**src/rtl/jtag_reg_access_ctrl_pkg.sv**
```systemverilog
// Shared register-file widths, constants and access-controller state encodings.
package jtag_reg_access_ctrl_pkg;

    localparam int RegAddrBusW = 5;
    localparam int RegBusW     = 32;

    localparam logic [RegAddrBusW-1:0] ZeroReg     = '0;
    localparam logic [RegBusW-1:0]     ZeroWord    = '0;
    localparam logic                   WriteEnable = 1'b1;

    typedef enum logic [1:0] {
        JRA_IDLE = 2'b00,
        JRA_SLOT = 2'b01,
        JRA_RESP = 2'b10
    } jra_state_e;

endpackage

```
**src/rtl/jtag_reg_access_ctrl_if.sv**
```systemverilog
// Debug request/response channel, core writeback monitor and regfile debug port.
interface jtag_reg_access_ctrl_if
    import jtag_reg_access_ctrl_pkg::*;
#(
    parameter int ADDR_W = RegAddrBusW,
    parameter int DATA_W = RegBusW
);
    logic              dbg_req_valid_i;
    logic              dbg_req_ready_o;
    logic              dbg_req_we_i;
    logic [ADDR_W-1:0] dbg_req_addr_i;
    logic [DATA_W-1:0] dbg_req_wdata_i;
    logic              dbg_rsp_valid_o;
    logic              dbg_rsp_ready_i;
    logic [DATA_W-1:0] dbg_rsp_rdata_o;
    logic              dbg_rsp_err_o;
    logic              core_we_i;
    logic [ADDR_W-1:0] core_waddr_i;
    logic              rf_jtag_we_o;
    logic [ADDR_W-1:0] rf_jtag_addr_o;
    logic [DATA_W-1:0] rf_jtag_wdata_o;
    logic [DATA_W-1:0] rf_jtag_rdata_i;
    logic              core_hold_o;

    modport slave (
        input  dbg_req_valid_i, dbg_req_we_i, dbg_req_addr_i, dbg_req_wdata_i,
        input  dbg_rsp_ready_i, core_we_i, core_waddr_i, rf_jtag_rdata_i,
        output dbg_req_ready_o, dbg_rsp_valid_o, dbg_rsp_rdata_o, dbg_rsp_err_o,
        output rf_jtag_we_o, rf_jtag_addr_o, rf_jtag_wdata_o, core_hold_o
    );

    modport master (
        output dbg_req_valid_i, dbg_req_we_i, dbg_req_addr_i, dbg_req_wdata_i,
        output dbg_rsp_ready_i, core_we_i, core_waddr_i, rf_jtag_rdata_i,
        input  dbg_req_ready_o, dbg_rsp_valid_o, dbg_rsp_rdata_o, dbg_rsp_err_o,
        input  rf_jtag_we_o, rf_jtag_addr_o, rf_jtag_wdata_o, core_hold_o
    );

endinterface

```
**src/rtl/jtag_reg_access_ctrl_starve_timer.sv**
```systemverilog
// Saturating count of SLOT cycles that found no usable regfile slot.
module jra_starve_timer #(
    parameter int LIMIT = 16
) (
    input  logic clk,
    input  logic rst,
    input  logic clr,
    input  logic inc,
    output logic hit
);
    localparam int CNT_W = $clog2(LIMIT + 1);
    localparam logic [CNT_W-1:0] CNT_LIMIT = CNT_W'(LIMIT);

    logic [CNT_W-1:0] cnt_q;

    always_ff @(posedge clk) begin
        if (rst || clr) begin
            cnt_q <= '0;
        end else if (inc && (cnt_q != CNT_LIMIT)) begin
            cnt_q <= cnt_q + 1'b1;
        end
    end

    assign hit = (cnt_q == CNT_LIMIT);

endmodule

```
**src/rtl/jtag_reg_access_ctrl.sv**
```systemverilog
// Serialises JTAG register reads/writes onto the regfile debug port around core writebacks.
// Optional starvation hold: define JTAG_REG_STARVE_HOLD_EN.
//
// state    | meaning
// JRA_IDLE | ready for a debug request
// JRA_SLOT | request latched, waiting for a cycle free of conflicting core writeback
// JRA_RESP | response presented, held until the debug module takes it
module jtag_reg_access_ctrl
    import jtag_reg_access_ctrl_pkg::*;
#(
    parameter int ADDR_W       = RegAddrBusW,
    parameter int DATA_W       = RegBusW,
    parameter int STARVE_LIMIT = 16
) (
    input  logic                   clk,
    input  logic                   rst,
    jtag_reg_access_ctrl_if.slave  bus
);
    if (STARVE_LIMIT < 1) begin : g_limit_chk
        $error("STARVE_LIMIT must be at least 1");
    end

    jra_state_e        state_q, state_d;
    logic              we_q, err_q;
    logic [ADDR_W-1:0] addr_q;
    logic [DATA_W-1:0] wdata_q, rdata_q;
    logic              accept, slot, cap_err;
    logic [DATA_W-1:0] cap_rdata;

    assign accept = (state_q == JRA_IDLE) && bus.dbg_req_valid_i;

    always_comb begin
        state_d              = state_q;
        slot                 = 1'b0;
        cap_rdata            = DATA_W'(ZeroWord);
        cap_err              = 1'b0;
        bus.dbg_req_ready_o  = 1'b0;
        bus.dbg_rsp_valid_o  = 1'b0;
        bus.rf_jtag_we_o     = 1'b0;
        bus.rf_jtag_addr_o   = '0;
        bus.rf_jtag_wdata_o  = '0;
        unique case (state_q)
            JRA_IDLE: begin
                bus.dbg_req_ready_o = 1'b1;
                if (bus.dbg_req_valid_i) state_d = JRA_SLOT;
            end
            JRA_SLOT: begin
                bus.rf_jtag_addr_o  = addr_q;
                bus.rf_jtag_wdata_o = wdata_q;
                if (addr_q == ADDR_W'(ZeroReg)) begin
                    // x0 never touches the port; writes to it are reported as errors
                    slot    = 1'b1;
                    cap_err = we_q;
                end else if (we_q) begin
                    // the regfile debug-write gate also needs a nonzero core address
                    slot             = !bus.core_we_i && (bus.core_waddr_i != '0);
                    bus.rf_jtag_we_o = slot && !rst ? WriteEnable : 1'b0;
                end else begin
                    slot      = !(bus.core_we_i && (bus.core_waddr_i == addr_q));
                    cap_rdata = bus.rf_jtag_rdata_i;
                end
                if (slot) state_d = JRA_RESP;
            end
            JRA_RESP: begin
                bus.dbg_rsp_valid_o = 1'b1;
                if (bus.dbg_rsp_ready_i) state_d = JRA_IDLE;
            end
            default: state_d = JRA_IDLE;
        endcase
    end

    always_ff @(posedge clk) begin
        if (rst) begin
            state_q <= JRA_IDLE;
            we_q    <= 1'b0;
            addr_q  <= '0;
            wdata_q <= '0;
            rdata_q <= '0;
            err_q   <= 1'b0;
        end else begin
            state_q <= state_d;
            if (accept) begin
                we_q    <= bus.dbg_req_we_i;
                addr_q  <= bus.dbg_req_addr_i;
                wdata_q <= bus.dbg_req_wdata_i;
            end
            if ((state_q == JRA_SLOT) && slot) begin
                rdata_q <= cap_rdata;
                err_q   <= cap_err;
            end
        end
    end

    assign bus.dbg_rsp_rdata_o = rdata_q;
    assign bus.dbg_rsp_err_o   = err_q;

`ifdef JTAG_REG_STARVE_HOLD_EN
    logic starve_inc, starve_hit;

    assign starve_inc = (state_q == JRA_SLOT) && !slot;

    jra_starve_timer #(
        .LIMIT (STARVE_LIMIT)
    ) u_starve_timer (
        .clk (clk),
        .rst (rst),
        .clr (accept),
        .inc (starve_inc),
        .hit (starve_hit)
    );

    assign bus.core_hold_o = (state_q == JRA_SLOT) && starve_hit && !rst;
`else
    assign bus.core_hold_o = 1'b0;
`endif

endmodule

```
**src/flat_wrapper.sv**
```systemverilog
// flat-port wrapper written by rule: the top's interface ports become plain ports
module jtag_reg_access_ctrl_flat import jtag_reg_access_ctrl_pkg::*;
#(
    parameter int ADDR_W       = RegAddrBusW,
    parameter int DATA_W       = RegBusW,
    parameter int STARVE_LIMIT = 16
)
  (clk, rst, bus_dbg_req_valid_i, bus_dbg_req_we_i, bus_dbg_req_addr_i, bus_dbg_req_wdata_i, bus_dbg_rsp_ready_i, bus_core_we_i, bus_core_waddr_i, bus_rf_jtag_rdata_i, bus_dbg_req_ready_o, bus_dbg_rsp_valid_o, bus_dbg_rsp_rdata_o, bus_dbg_rsp_err_o, bus_rf_jtag_we_o, bus_rf_jtag_addr_o, bus_rf_jtag_wdata_o, bus_core_hold_o);
  jtag_reg_access_ctrl_if #(.ADDR_W(ADDR_W), .DATA_W(DATA_W)) bus_i ();
  input  logic clk;
  input  logic rst;
  input wire logic [$bits(bus_i.dbg_req_valid_i)-1:0] bus_dbg_req_valid_i;
  input wire logic [$bits(bus_i.dbg_req_we_i)-1:0] bus_dbg_req_we_i;
  input wire logic [$bits(bus_i.dbg_req_addr_i)-1:0] bus_dbg_req_addr_i;
  input wire logic [$bits(bus_i.dbg_req_wdata_i)-1:0] bus_dbg_req_wdata_i;
  input wire logic [$bits(bus_i.dbg_rsp_ready_i)-1:0] bus_dbg_rsp_ready_i;
  input wire logic [$bits(bus_i.core_we_i)-1:0] bus_core_we_i;
  input wire logic [$bits(bus_i.core_waddr_i)-1:0] bus_core_waddr_i;
  input wire logic [$bits(bus_i.rf_jtag_rdata_i)-1:0] bus_rf_jtag_rdata_i;
  output wire logic [$bits(bus_i.dbg_req_ready_o)-1:0] bus_dbg_req_ready_o;
  output wire logic [$bits(bus_i.dbg_rsp_valid_o)-1:0] bus_dbg_rsp_valid_o;
  output wire logic [$bits(bus_i.dbg_rsp_rdata_o)-1:0] bus_dbg_rsp_rdata_o;
  output wire logic [$bits(bus_i.dbg_rsp_err_o)-1:0] bus_dbg_rsp_err_o;
  output wire logic [$bits(bus_i.rf_jtag_we_o)-1:0] bus_rf_jtag_we_o;
  output wire logic [$bits(bus_i.rf_jtag_addr_o)-1:0] bus_rf_jtag_addr_o;
  output wire logic [$bits(bus_i.rf_jtag_wdata_o)-1:0] bus_rf_jtag_wdata_o;
  output wire logic [$bits(bus_i.core_hold_o)-1:0] bus_core_hold_o;
  assign bus_i.dbg_req_valid_i = bus_dbg_req_valid_i;
  assign bus_i.dbg_req_we_i = bus_dbg_req_we_i;
  assign bus_i.dbg_req_addr_i = bus_dbg_req_addr_i;
  assign bus_i.dbg_req_wdata_i = bus_dbg_req_wdata_i;
  assign bus_i.dbg_rsp_ready_i = bus_dbg_rsp_ready_i;
  assign bus_i.core_we_i = bus_core_we_i;
  assign bus_i.core_waddr_i = bus_core_waddr_i;
  assign bus_i.rf_jtag_rdata_i = bus_rf_jtag_rdata_i;
  assign bus_dbg_req_ready_o = bus_i.dbg_req_ready_o;
  assign bus_dbg_rsp_valid_o = bus_i.dbg_rsp_valid_o;
  assign bus_dbg_rsp_rdata_o = bus_i.dbg_rsp_rdata_o;
  assign bus_dbg_rsp_err_o = bus_i.dbg_rsp_err_o;
  assign bus_rf_jtag_we_o = bus_i.rf_jtag_we_o;
  assign bus_rf_jtag_addr_o = bus_i.rf_jtag_addr_o;
  assign bus_rf_jtag_wdata_o = bus_i.rf_jtag_wdata_o;
  assign bus_core_hold_o = bus_i.core_hold_o;
  jtag_reg_access_ctrl #(.ADDR_W(ADDR_W), .DATA_W(DATA_W), .STARVE_LIMIT(STARVE_LIMIT)) u_core (.clk(clk), .rst(rst), .bus(bus_i));
endmodule
```
**config.mk**
```make
export PLATFORM = sky130hd
export DESIGN_NAME = jtag_reg_access_ctrl_flat
export DESIGN_NICKNAME = d
export VERILOG_FILES = /design/src/rtl/jtag_reg_access_ctrl_pkg.sv /design/src/rtl/jtag_reg_access_ctrl_if.sv /design/src/rtl/jtag_reg_access_ctrl_starve_timer.sv /design/src/rtl/jtag_reg_access_ctrl.sv /design/src/flat_wrapper.sv
export SDC_FILE = /design/constraint.sdc
export NUM_CORES = 1
export LEC_CHECK = 0
export BUFFER_PORTS_ARGS = -buffer_cell sky130_fd_sc_hd__buf_2
export CAP_MARGIN = 20
export CORE_UTILIZATION = 46
export CTS_BUF_LIST = sky130_fd_sc_hd__clkbuf_16
export CTS_CLUSTER_DIAMETER = 150
export DETAILED_ROUTE_END_ITERATION = 10
export MAX_ROUTING_LAYER = met4
export PLACE_DENSITY = 0.77
export SYNTH_ARGS = -nofsm -noshare
export SYNTH_HDL_FRONTEND = slang
export SYNTH_HIERARCHICAL = 1
export SYNTH_SLANG_ARGS = --single-unit
export TNS_END_PERCENT = 20
```
**constraint.sdc**
```tcl
create_clock -name clk -period 2 [get_ports clk]
set_input_delay 0.3 -clock clk [delete_from_list [all_inputs] [get_ports clk]]
set_output_delay 0.3 -clock clk [all_outputs]
set_load 0.05 [all_outputs]
```
Word-level counts from Yosys, hierarchy flattened
Cells that the tools add are included.
{"block": "word_totals", "regBits": 73, "in_bits": 80, "out_inout_bits": 74}
{"block": "classes", "reduce_logical": 12, "eq_ne": 6, "muxes": 21}
{"op": "$mux 32", "count": 4}
{"op": "$mux 1", "count": 12}
{"op": "$mux 2", "count": 3}
{"op": "$ne 2x2->1 const B", "count": 3}
{"op": "$pmux 2 s3", "count": 1}
{"op": "$eq 5x5->1", "count": 1}
{"op": "$logic_and 1x1->1", "count": 5}
{"op": "$logic_not 5->1", "count": 1}
{"op": "$mux 5", "count": 1}
{"op": "$reduce_bool 5->1", "count": 1}
{"op": "$logic_not 1->1", "count": 3}
{"op": "$reduce_and 3->1", "count": 1}
{"op": "$eq 2x1->1 const B", "count": 1}
{"op": "$eq 2x2->1 const B", "count": 1}
{"op": "$logic_not 2->1", "count": 1}

Longest topological paths before layout
{"block": "depth", "ltp_word": 8, "ltp_mapped": 6, "ltp_nobuf": 4}

Least setup slack after synthesis
OpenSTA, ideal clock, no wires.
{"block": "synth_timing", "path_type": "input-to-output", "start": "input port rst", "end": "output port bus_rf_jtag_we_o", "required_time_ns": 1.700, "arrival_time_ns": 2.303, "setup_slack_ns": -0.603, "path_buffers": 2, "cell_stages": 3, "cell_sequence": "clkbuf_1 clkbuf_1 nor4b_1"}
{"block": "synth_between", "elab_chain_len": 6}
{"element": "start: declaration", "line": "flat_wrapper.sv:11", "source": "input logic rst;"}
{"element": "$logic_not 1->1", "line": "jtag_reg_access_ctrl.sv:57", "source": "bus.rf_jtag_we_o = slot && !rst ? WriteEnable : 1'b0;"}
{"element": "$logic_and 1x1->1", "line": "jtag_reg_access_ctrl.sv:57"}
{"element": "$mux 1", "line": "jtag_reg_access_ctrl.sv:57"}
{"element": "$mux 1", "line": "jtag_reg_access_ctrl.sv:54", "source": "end else if (we_q) begin"}
{"element": "$mux 1", "line": "jtag_reg_access_ctrl.sv:50", "source": "if (addr_q == ADDR_W'(ZeroReg)) begin"}
{"element": "$mux 1", "line": "jtag_reg_access_ctrl.sv:42", "source": "unique case (state_q)"}
{"element": "end: declaration", "line": "flat_wrapper.sv:24", "source": "output wire logic [$bits(bus_i.rf_jtag_we_o)-1:0] bus_rf_jtag_we_o;"}
No other way between the ends.

Final worst setup path
{"block": "layout_timing", "start": "register u_core.addr_q[0]", "end": "output port bus_rf_jtag_we_o"}
{"block": "layout_between", "elab_chain_len": 3}
{"element": "start: declaration", "line": "jtag_reg_access_ctrl.sv:25", "source": "logic [ADDR_W-1:0] addr_q;"}
{"element": "start signal: assignment", "line": "jtag_reg_access_ctrl.sv:84", "source": "addr_q <= bus.dbg_req_addr_i;"}
{"element": "$logic_not 5->1", "line": "jtag_reg_access_ctrl.sv:50"}
{"element": "$mux 1", "line": "jtag_reg_access_ctrl.sv:50"}
{"element": "$mux 1", "line": "jtag_reg_access_ctrl.sv:42"}
No other way between the ends.

==> metrics.md <==
| Metric | Value |
|---|---|
| DR vias | `2985` |
| Leak Pwr | `2.165 nW` |
| Detail Route Antenna Nets | `0` |
| Final Hold Fails | `0` |
| Adder-cell share of the synthesized area | `0` |
| GRT overflow | `0` |
| Die H | `85.06 um` |
| Core box area | `0.006495 mm2` |
| First-pass GRT wire length | `13030 um` |
| Final setup fails | `0` |
| RSZ-0062 raised after global routing | `false` |
| Avg Cell Area, Syn | `8.328 um2` |
| Xor/xnor share of the synthesized area | `0.01380` |
| Final instance area | `0.004335 mm2` |
| Largest net degree at the start of global routing | `52` |
| Distinct cell type count after synthesis | `28` |
| Critical path cell sequence | `or4_4 -> nor2_2 -> nor4b_2 -> buf_4` |
| Number of max-cap violations | `0` |
| Clk buf depth | `2` |
| Complex-gate fraction of the synthesized area | `0.08438` |
| Layout area overhead | `36.63%` |
| Drt first-iter violations | `130` |
| # IOs | `154` |
| DRC viols | `0` |
| CTS H-tree lvls | `3` |
| Via/cell ratio | `4.918` |
| Hold_ws | `0.2062 ns` |
| Die area | `0.007234 mm2` |
| Number of fill cells | `564` |
| Max IR drop VDD | `0.0005273 V` |
| Initial Util | `0.4885` |
| Detailed placement HPWL | `5579 um` |
| Synth Area in Simple Gates | `0.2973` |
| Startpoint Class | `register` |
| Ys flop type | `dfxtp_1` |
| Slowest stage cell, crit path | `or4_4` |
| WP data required | `1.70 ns` |
| Drt pass-1 iters | `4` |
| Antenna diode count | `0` |
| Top cells by count, synth | `109 x nand2_1, 73 x dfxtp_1, 40 x a21oi_1, 38 x and2_1, 34 x nand2b_1` |
| Post-Syn Area | `0.003173 mm2` |
| CTS clk-pin slew, worst paths | `0.06 ns` |
| Hold_buf cts | `0` |
| # clock sinks | `73` |
| Port buffer count | `152` |
| Minimum clock period | `1.933 ns` |
| WL met3 | `540 um` |
| Synth area leader | `dfxtp_1` |
| Share of layout cells above drive strength 1 | `0.3509` |
| Post-Layout Cell Count | `607` |
| Clock buffer count from CTS | `9` |
| Post-CTS Setup Bufs | `0` |
| Total track usage | `0.2324` |
| Post-DP Area | `0.004025 mm2` |
| Buf/Inv on CP | `1` |
| Final Cycle Share | `0.9663` |
| Syn_nets | `461` |
| Syn Inst Count | `381` |
| Mux contribution to synthesized area | `0.1009` |
| CTS tree | `built` |
| Share of synthesized registers carrying an async set or reset | `0` |
| Gpl congestion | `0.8192` |
| #FFs+latches synth | `73` |
| Seq/Total Area, Yosys | `0.4606` |
| Num rows | `29` |
| EDFF count, synth | `0` |
| Antenna violations before repair | `0` |
| Clock Latency Late Sink | `0.33 ns` |
| Synth top area cells | `dfxtp_1 46%, nand2_1 13%, mux2i_1 10%` |
| Top routing layer in use | `met4` |
| Power density over cell area | `887.7 mW/mm2` |
| Worst path max stage delay | `0.58 ns` |
| Measured slew at the worst slew-check pin | `0.5600 ns` |
| Layout net count | `605` |
| Clk_skew | `0.006052 ns` |
| Dpl cells | `591` |
| Outcome | `finished, final reports clean` |
| Crit-path max FO | `5` |
| Wire per inst | `13.13 um` |
| Yosys top cell area share | `0.4606` |
| Yosys warns | `6` |
| CP endpoint kind | `output pin` |
| Die width | `85.06 um` |
| Slew HR | `0.6254` |
| Vias in the first global route | `2973` |
| Worst hold-check path type | `primary input to register` |
| Most common cell in the netlist | `nand2_1` |
| Critical path type | `register to output pin` |
| DRT Wirelength | `7971 um` |
| Clk root buf | `clkbuf_16` |
| Largest family of logic cells by synthesized area | `simple AND/OR/NAND/NOR gates` |
| Fin. max-slew vios | `0` |
| Detail Route met2 WL | `3618 um` |
| Max Clock Freq | `0.5174 GHz` |
| Top delay family on crit path | `simple AND/OR/NAND/NOR gates` |
| Post_cts resized | `1` |
| Arrival time worst endpoint | `1.63 ns` |
| Post-route setup TNS | `0 ns` |
| Metal1 wirelength | `3712 um` |
==> worst min-delay path, cell delays in order <==
cell     delay, ns
buf_2         0.09
nand2_1       0.04
a21oi_1       0.05
==> cell type report <==
class | count | area [um2] | area share
Sequential cell | 73 | 1461 | 0.3371
Clock buffer | 9 | 225.2 | 0.05195
Timing Repair Buffer | 161 | 855.8 | 0.1974
Clock inverter | 7 | 80.08 | 0.01847
Multi-Input combinational cell | 280 | 1617 | 0.3729
Tap cell | 77 | 96.34 | 0.02222
==> state kept, by name (all words and copies together) (netlist names) <==
name and cells:
u_core/addr_q 5, u_core/bus.dbg_rsp_err_o 1, u_core/bus.dbg_rsp_rdata_o 32, u_core/state_q 2
u_core/wdata_q 32, u_core/we_q 1
==> placed cells by master (no fill, tap or decap) <==
| cell | Yosys | final |
|---|---|---|
| buf_2 | 1 | 151 |
| nand2_1 | 109 | 109 |
| dfxtp_1 | 73 | 73 |
| a21oi_1 | 40 | 40 |
| and2_1 | 38 | 38 |
| nand2b_1 | 34 | 34 |
| mux2i_1 | 32 | 32 |
| clkbuf_16 | 0 | 9 |
| buf_4 | 1 | 8 |
| xnor2_1 | 5 | 5 |
| clkinv_4 | 0 | 3 |
| clkinvlp_4 | 0 | 2 |
| nor2_2 | 0 | 2 |
| nor2b_1 | 3 | 2 |
| nor2_1 | 4 | 2 |
| nor3_1 | 2 | 2 |
| buf_12 | 0 | 2 |
| inv_6 | 0 | 1 |
| bufinv_16 | 0 | 1 |
| nor2b_2 | 0 | 1 |
| nand3b_1 | 1 | 1 |
| or4_4 | 1 | 1 |
| nor4b_2 | 0 | 1 |
| a211oi_4 | 0 | 1 |
| nand4_1 | 1 | 1 |
| o211ai_2 | 1 | 1 |
| o21ai_2 | 1 | 1 |
| o221ai_4 | 0 | 1 |
| o22a_1 | 1 | 1 |
| o22ai_1 | 1 | 1 |
| or3_1 | 1 | 1 |
| a311oi_1 | 1 | 1 |
| conb_1 | 1 | 1 |
==> routing by layer <==
metal  GRT usage  up-vias
met5           -        -
met4     0.08012        0
met3     0.05545        9
met2      0.3724      119
met1      0.2875     1348
li1            -     1509
==> path summary, 6_finish.rpt <==
check                               start                             end  slack [ns]  cells after the start
setup / recovery         u_core/addr_q[0]                bus_rf_jtag_we_o        0.07                      4
hold reg to reg         u_core/wdata_q[7]               u_core/wdata_q[7]        0.45                      2
setup reg to reg         u_core/addr_q[0]  u_core/bus.dbg_rsp_rdata_o[26]        0.20                      5
hold / removal    bus_dbg_req_wdata_i[15]              u_core/wdata_q[15]        0.21                      3
==> report_power, final <==
part	switching (mW)	internal [mW]	leakage, nW	total (mW)
Combinational	0.417	0.233	1.43	0.649
Clock	0.645	0.976	0.142	1.62
Sequential	0.0442	1.53	0.596	1.58
==> cells by family (layout without fill, tap and decap cells) <==
logic type,Yosys count,count (layout)
other,1,1
DFF,73,73
and+or+nand+nor,195,195
buffers and inverters,28,177
muxes,32,32
xor gates and xnor gates,5,5
AOI/OAI and AO/OA,47,47
==> per-stage QoR <==
step | total power, mW | setup WS (ns) | utilization
finish | 3.849 | 0.06739 | 0.6675
global route | 4.018 | 0.01510 | 0.6675
CTS | 3.880 | 0.02251 | 0.6671
detailed placement | 2.259 | 0.2146 | 0.6197
global placement | 2.246 | 0.2706 | 0.6197
floorplan | 2.047 | 0.08733 | -
Power figures use the tool's default switching activity.
